## config.mk

```make
export PLATFORM = sky130hd
export DESIGN_NAME = exc_ctrl
export DESIGN_NICKNAME = d
export VERILOG_FILES = /design/src/rtl/exc_ctrl.sv
export SDC_FILE = /design/constraint.sdc
export NUM_CORES = 1
export LEC_CHECK = 0
export CORE_MARGIN = 5
export CORE_UTILIZATION = 34
export DETAILED_ROUTE_END_ITERATION = 10
export PLACE_DENSITY_LB_ADDON = 0.1
export SYNTH_ARGS = -nofsm -noshare
export SYNTH_HDL_FRONTEND = slang
export SYNTH_SLANG_ARGS = --single-unit
```

## constraint.sdc

```tcl
create_clock -name clk -period 2 [get_ports clk]
set_input_delay 0.5 -clock clk [delete_from_list [all_inputs] [get_ports clk]]
set_output_delay 0.5 -clock clk [all_outputs]
set_load 0.02 [all_outputs]
```

## src/rtl/exc_ctrl.sv

```systemverilog
// exc_ctrl: exception sequencer that sits beside the LEGv8 PC mux.
// It takes synchronous exceptions from the decoder and level-sensitive external
// interrupts, squashes the offending instruction and redirects fetch to VECTOR.
// ERET redirects fetch back to the saved link register.
//
//   state   | meaning
//   --------+--------------------------------------------------------------
//   RUN     | normal execution; any exception cause is taken immediately
//   TAKE    | one-cycle redirect to VECTOR; ExtIAck pulses for an IRQ
//   HANDLER | handler is running; IRQs are masked; a new cause is fatal
//   RETURN  | one-cycle redirect back to ELR, which ends the handler
//   HALT    | double fault; the block stays here until reset
module exc_ctrl #(
  parameter int             N      = 64,
  parameter logic [N-1:0]   VECTOR = 64'h0000_0000_0000_00D8
) (
  input  logic         clk,
  input  logic         reset,
  input  logic [N-1:0] PC,
  input  logic [3:0]   EStatus,
  input  logic         ERet,
  input  logic         ExtIRQ,
  output logic         Flush,
  output logic         Redirect,
  output logic [N-1:0] RedirectPC,
  output logic         ExtIAck,
  output logic         InHandler,
  output logic         DoubleFault,
  output logic [N-1:0] ELR,
  output logic [3:0]   ESR,
  output logic [7:0]   ExcCount
);

  typedef enum logic [2:0] {
    S_RUN     = 3'd0,
    S_TAKE    = 3'd1,
    S_HANDLER = 3'd2,
    S_RETURN  = 3'd3,
    S_HALT    = 3'd4
  } state_t;

  localparam logic [3:0] CAUSE_IRQ = 4'b0001;

  state_t state;
  logic   sync_exc;
  logic   exc;

  assign sync_exc = (EStatus != 4'b0000);
  assign exc      = sync_exc | ExtIRQ;

  // Sequencer state plus the saved link register, cause and exception count.
  always_ff @(posedge clk or negedge reset) begin
    if (!reset) begin
      state    <= S_RUN;
      ELR      <= '0;
      ESR      <= '0;
      ExcCount <= '0;
    end else begin
      case (state)
        S_RUN: begin
          // ERET here is treated as a NOP; only an exception cause changes state
          if (exc) begin
            ELR   <= PC;
            ESR   <= sync_exc ? EStatus : CAUSE_IRQ;
            state <= S_TAKE;
            if (ExcCount != 8'hFF) ExcCount <= ExcCount + 8'd1;
          end
        end
        S_TAKE: state <= S_HANDLER;
        S_HANDLER: begin
          // A fault inside the handler wins over ERET; ELR keeps the original return point
          if (sync_exc) begin
            ESR   <= EStatus;
            state <= S_HALT;
          end else if (ERet) begin
            state <= S_RETURN;
          end
        end
        S_RETURN: begin
          ESR   <= '0;
          state <= S_RUN;
        end
        S_HALT:  state <= S_HALT;
        default: state <= S_RUN;
      endcase
    end
  end

  // Redirect, acknowledge and status outputs depend only on the registered state.
  always_comb begin
    Redirect    = 1'b0;
    RedirectPC  = '0;
    ExtIAck     = 1'b0;
    InHandler   = 1'b0;
    DoubleFault = 1'b0;
    case (state)
      S_TAKE: begin
        Redirect   = 1'b1;
        RedirectPC = VECTOR;
        ExtIAck    = (ESR == CAUSE_IRQ);
      end
      S_HANDLER: InHandler = 1'b1;
      S_RETURN: begin
        Redirect   = 1'b1;
        RedirectPC = ELR;
        InHandler  = 1'b1;
      end
      S_HALT: begin
        Redirect    = 1'b1;
        RedirectPC  = VECTOR;
        DoubleFault = 1'b1;
      end
      default: ;
    endcase
  end

  // Flush squashes the current instruction. It is held low while reset is
  // asserted, so every output reads 0 during reset.
  always_comb begin
    Flush = 1'b0;
    case (state)
      S_RUN:     Flush = exc;
      S_TAKE:    Flush = 1'b1;
      S_HANDLER: Flush = sync_exc;
      S_RETURN:  Flush = 1'b1;
      S_HALT:    Flush = 1'b1;
      default:   Flush = 1'b0;
    endcase
    if (!reset) Flush = 1'b0;
  end

endmodule

```

==> run metrics, run 1 <==
Final #Nets approximately 750; Die Y 114 um; most used cell, CP buf_12; Cells after Synth around 440; TritonCTS clock tree yes; crit path max fanout 18; top_reg_cell synth dfrtp_1; Diodes inserted 0; initial antenna violation count 0; Vias per Instance 4.78; Setup WS post-layout -0.102 ns; synth unique cells 33; Cells after DPL 787; fraction of registers with async set or reset after synthesis 1.00; Worst Path Arrival 1.60 ns; critical path's top delay family flip-flops; Total Die Area 13,000 um2; Clock Tree Buf Depth 2; vias in the first global route between 3,000 and 4,000; area grow syn2layout 85.6%; Fin Clk Skew 0.00885 ns; Worst-Margin Slew 0.563 ns; CTS H-tree lvls 3; die width between 100 and 150 um; Pwr Density between 1500 and 2000 nW/um2; clock sink count 79; RSZ-0062 raised after global routing true; WP buf/inv 3; ANT nets after route 0; Highest Clock Rate 476 MHz; reg-to-reg endpoint ExcCount[5]$_DFFE_PN0P_; layout cell share with drive strength beyond 1 0.269; Initial Util 0.344; io pins 217; Post-Syn Area per Cell 8.47 um2; #FFs+latches synth 79; IO Port Bufs 216; Worst Path Class, Setup flip-flop to output port; share of the synthesized area in the top cell type 0.536; status finished with violations; number of fill cells between 900 and 1,000; Power, Total between 10,000 and 15,000 uW; first-pass GRT wire length ~20 mm; Avg WL per Cell 16.2 um; Synthesized Nets 509; via count 3,921; critical path capture point type output port; core area 10,700 um2; worst setup slack after placement -0.856 ns; Final Non-Filler Cells 820; clock latency on the worst-skew pair 0.33 ns; largest net degree at the start of global routing 46; DR DRC count 0; Num CTS Buffers 9; Leak 0.00340 uW; VDD IR max 1.01 mV; Slew Viols, Final 0; final core utilization 0.638; r2r worst-path depth 8; Root Driver clkbuf_8; Final setup viols 65; Seq/Total Area, Yosys 0.536; grt total ovfl 0; synthesized cell area 3690 um2; Slew headroom 0.625; Worst path depth 5; Hold Vio Cnt, Final 0; EDFF count, synth 0; final wirelength 13.3 mm; Min Clock Period, post-route 2.10 ns; r2r setup slk 0.08 ns; hpwl dp between 9 and 10 mm; failing checks negative setup slack; max cap viols 0; Worst Path Required roughly 1.5 ns; Hold WC Path Type primary input to asynchronous set/reset pin; slowest stage delay, CP 0.48 ns; RD Place Congestion 0.810; critical path cell sequence nor2b_4 -> buf_12 -> buf_12 -> and3_1 -> buf_6; nature of the critical path startpoint flip-flop; Yosys warnings 0; Worst-path clk slew about 0.080 ns; RR Startpoint state[0]$_DFFE_PN0P_; drt pass-1 iters 4; area leader, netlist dfrtp_1; synth top area cells dfrtp_1 (54%), nand2_1 (21%), and3_1 (11%), clkbuf_1 (1.7%), buf_4 (1.4%); post-route clock period utilization 1.05; Initial DRC Count ~220; Global Route Usage Sum 0.194; Slowest-stage cell, CP dfrtp_2; Placement Rows 38; hold buffers post-CTS 0
metal layers:
| metal | global-route usage | routed length [um] |
|---|---|---|
| met3 | 0.0449 | 1020 |
| met4 | 0.0649 | 204 |
| met1 | 0.240 | 5270 |
| met5 | 0 | 0 |
| met2 | 0.333 | 6800 |
power breakdown:
group / switching [uW] / internal, uW
clock network: 582 / 699
registers: 714 / 2410
logic: 3910 / 3550
total: 5210 / 6650
area by class of cell:
class	instances	area [um2]	share of cell area
Clock buffer	10	128	0.0186
Inverter	1	3.75	0.000548
Clock inverter	5	83.8	0.0122
Tap cell	140	175	0.0256
Sequential cell	79	1980	0.289
Timing Repair Buffer	262	2700	0.394
Multi-Input combinational cell	323	1780	0.260
worst max-delay path by stage:
stage                                    start             end
final                     state[2]$_DFFE_PN0P_  RedirectPC[48]
after global placement              EStatus[0]           Flush
after floorplan                     EStatus[0]           Flush
after global routing      state[2]$_DFFE_PN0P_   RedirectPC[4]
after CTS                           EStatus[3]           Flush
after detailed placement            EStatus[0]           Flush
logic make-up after synthesis:
logic type,synth area share
compound gates,0.0400
xor+xnor,0.0142
fa+ha+maj,0.00339
simple gates,0.356
buf+inv,0.0481
flops,0.536
mux,0.00305
flip-flops by register name, summed over array words and instances (netlist names):
name      count
ELR          64
ExcCount      8
ESR           4
state         3
cells in the final DEF, fill, tap and decap left out, types with 2 or more instances in the layout:
cell type / n
a21o_1: 4
a21oi_1: 4
a31oi_1: 2
and3_1: 32
and3_4: 31
buf_12: 6
buf_2: 3
buf_4: 36
buf_6: 71
bufinv_16: 2
clkbuf_16: 2
clkbuf_8: 9
clkdlybuf4s50_1: 142
clkinvlp_4: 2
dfrtp_1: 77
dfrtp_2: 2
nand2_1: 205
nand3_1: 3
nand4_1: 2
nor2_1: 6
nor2_4: 2
nor2b_1: 2
nor3_2: 2
o21ai_0: 4
xnor2_1: 4
cell usage after synthesis, types with 2 or more instances:
library cell / number
buf_6: 2
a21o_1: 4
o21ai_0: 4
buf_4: 7
a31oi_1: 2
nand3_1: 3
nor2b_1: 4
and3_1: 63
clkbuf_1: 17
nand2_1: 205
buf_2: 7
and2_1: 2
a21oi_1: 4
nand4_1: 2
dfrtp_1: 79
xnor2_1: 5
nor3_1: 3
nor2_1: 8
worst reg2reg max path: cells and delay by family, from the launching register on:
family          cells  cell delay [ns]
buf+inv             4             0.67
compound gates      1             0.06
xor+xnor            1             0.19
flops               1             0.45
simple gates        2             0.49
stage by stage:
stage,setup TNS [ns],hold WS (ns),cell area (um2)
floorplan,0,0.204,3710
global placement,-45.41,0.475,6140
detailed placement,-47.36,0.474,6140
CTS,-4.44,0.201,6500
global route,-8.30,0.235,6850
finish,-4.81,0.197,6850
what timing repair did:
action                     in CTS  in global routing
buffers inserted               13                  3
setup endpoints to repair     136                106
pin swaps                       5                  5
gates resized for setup       406                 71
gates cloned                    1                  2
No activity file was read; power rests on OpenSTA's default activity.
==> inputs of run 2 (changes only) <==
- CORE_UTILIZATION: 34 -> 41
- clock period: 2 -> 2.5 ns (I/O delays scaled with it)
==> run 2 against run 1 <==
  * The run now ends clean
  * Clock-buffer cell count unchanged
  * Critical path depth increased by 1
  * Die area decreased by 16%
  * Clock skew increased by 0.0044 ns
  * Clock power decreased by 25%
  * Wire length decreased by 8.9%
  * Final cell count decreased by 7.2%
  * Cell area decreased by 10%
  * Non-clock buffer count decreased by 28
  * Largest cell class unchanged
==> run metrics, run 2 (synthesis results as in run 1) <==
status finished, final reports clean; clock share of power 0.114 (+0.006); sw power 3870 uW (-26%); Final Non-Filler Cells 761 (-7.2%); Min Clock Period, post-route 2.49 ns; Worst Path Arrival 1.87 ns (+0.27 ns); Hold WC Path Type flip-flop to flip-flop; grt total ovfl 0 (unchanged); Slew headroom 0.351 (-0.274); largest net degree at the start of global routing 80 (+74%); most common cell after layout, fill and taps aside nand2_1; RSZ-0062 raised after global routing true; Die Y 105 um (-8.2%); Setup WS post-layout 0.00715 ns (+0.109 ns); die width 105 um (-8.2%); critical path capture point type output port; DR DRC count 0 (unchanged); clock latency on the worst-skew pair 0.34 ns (about the same); via count 3,753 (-4.3%); area grow syn2layout 66.3%; r2r setup slk 0.59 ns (+0.51 ns); Worst Path Class, Setup primary input to output port; final wirelength 12.1 mm (-8.9%); initial antenna violation count 0 (unchanged); ANT nets after route 0 (unchanged); TNS Setup 0 ns (+4.81 ns); Combinational Power Share 0.594 (-0.035); Hold Vio Cnt, Final 0 (unchanged); Pwr Density 1370 nW/um2 (-21%); Initial Util 0.421 (+0.0777); number of fill cells 732 (-21%); Highest Clock Rate 401 MHz; vias in the first global route 3,820 (-3.0%); Clock Tree Buf Depth 2 (unchanged); max FFs per register 64 (unchanged); Worst-Margin Slew 0.974 ns (+0.411 ns); largest registers ELR (64), ExcCount (8), ESR (4); io pins 217 (unchanged); Slowest-stage cell, CP or4_4; Final setup viols 0 (-100%); Switching Share 0.458 (+0.0190); Placement Rows 34 (-11%); RD Place Congestion 0.809 (-0.19%); critical path cell sequence dlygate4sd2_1 -> or4_4 -> nor2_4 -> o32ai_1 -> and2_1 -> buf_6; Num CTS Buffers 9 (unchanged); core area 8760 um2 (-18%); RR Startpoint state[0]$_DFFE_PN0P_; post-route clock period utilization 0.997; hpwl dp 9.19 mm (-2.2%); Worst Path Required 1.88 ns (+0.38 ns); final core utilization 0.700 (+0.0629); TritonCTS clock tree yes; clock sink count 79 (unchanged); Seq pwr share 0.292 (+0.029); Leak 0.00342 uW (+0.70%); Diodes inserted 0 (unchanged); IO Port Bufs 216 (unchanged); max cap viols 0 (unchanged); internal power 4570 uW (-31%); Final #Nets 721 (-3.7%); slowest stage delay, CP 0.55 ns (+0.07 ns); worst setup slack after placement -0.664 ns (+0.192 ns); nature of the critical path startpoint primary input; Biggest register ELR; layout cell share with drive strength beyond 1 0.0720 (-0.197); source of the critical timing path EStatus[2]; r2r worst-path depth 6 (-2); Total Die Area 11,000 um2 (-16%); Fin Clk Skew 0.0133 ns (+0.00442 ns); VDD IR max 0.788 mV (-22%); Global Route Usage Sum 0.218 (+0.0242); first-pass GRT wire length 19.6 mm (-3.7%); post-placement cell area 5990 um2 (-2.3%); Cells after DPL 745 (-5.3%); commonest non-fill, non-tap cells in the layout nand2_1 (205), clkdlybuf4s50_1 (142), dfrtp_1 (77), dlygate4sd2_1 (69), and3_1 (63); Slew Viols, Final 0 (unchanged); Root Driver clkbuf_8; drt pass-1 iters 4 (unchanged); setup bufs post-CTS 0 (-13); reg-to-reg endpoint ExcCount[4]$_DFFE_PN0P_; Worst-path clk slew 0.09 ns (about the same); CTS H-tree lvls 3 (unchanged); Final Instance Area 6140 um2 (-10%); Avg WL per Cell 15.9 um (-1.8%); Initial DRC Count 137 (-37%); Vias per Instance 4.93 (+3.1%); crit path max fanout 2 (-16); CP Capture Point Flush
run 2: cell types whose count changed in the layout (fill, tap and decap cells not counted), sizes merged:
cell	before	now
buf	117	20
dlygate4sd2	0	69
clkbuf	13	10
clkinv	1	3
dlymetal6s2s	0	2
bufinv	2	1
clkinvlp	2	1
dlygate4sd1	0	1
inv	1	2
run 2: cell type report:
cell class,count,area [um2],area share
multi-input cells,323,1580,0.257
inverters,1,3.75,0.000611
clock buffers,10,138,0.0224
clock inverters,6,68.8,0.0112
well taps,108,135,0.0220
repair buffers,234,2240,0.365
flip-flops and latches,79,1980,0.322
run 2: how the worst min path moves through the flow:
| stage | from | to | slack, ns | cells after the start |
|---|---|---|---|---|
| final | ELR[27]$_DFFE_PN0P_ | ELR[27]$_DFFE_PN0P_ | 0.50 | 2 |
| after global routing | ELR[8]$_DFFE_PN0P_ | ELR[8]$_DFFE_PN0P_ | 0.54 | 2 |
| after detailed placement | ELR[27]$_DFFE_PN0P_ | ELR[27]$_DFFE_PN0P_ | 0.48 | 2 |
| after global placement | ELR[63]$_DFFE_PN0P_ | ELR[63]$_DFFE_PN0P_ | 0.47 | 2 |
| after CTS | ELR[27]$_DFFE_PN0P_ | ELR[27]$_DFFE_PN0P_ | 0.50 | 2 |
| after floorplan | reset | ELR[0]$_DFFE_PN0P_ | 0.33 | 0 |
run 2: power groups by stage:
stage	combinational, uW	sequential, uW	clock, uW
2_1_floorplan	2180	3060	0
3_3_place_gp	5090	2450	0
3_5_place_dp	5220	2470	0
4_1_cts	5080	2460	985
5_1_grt	5460	2560	1040
6_report	5010	2460	966
run 2: metal layers:
layer	global-route usage	routed length, um	up-vias
met5	0	0	-
met4	0.0648	159	0
met3	0.0666	925	12
met2	0.373	6070	153
met1	0.265	4960	1767
li1	-	-	1821
run 2: timing repair:
item	4_1_cts	5_1_grt
gates resized for setup	82	4
hold buffers	0	0
endpoints found under the hold margin	0	0
pin swaps	4	2
endpoints found under the setup margin	69	4
run 2: stage by stage:
step                      power (uW)  hold WS (ns)
after global placement          7540         0.474
final                           8440         0.500
after detailed placement        7700         0.480
after floorplan                 5240         0.329
after global routing            9060         0.541
after CTS                       8530         0.500
run 2: critical path: cells and delay by family:
kind / cells / cell delay, ns
AO/OA/AOI/OAI: 1 / 0.06
AND/OR/NAND/NOR: 3 / 0.80
buffers and inverters: 2 / 0.38
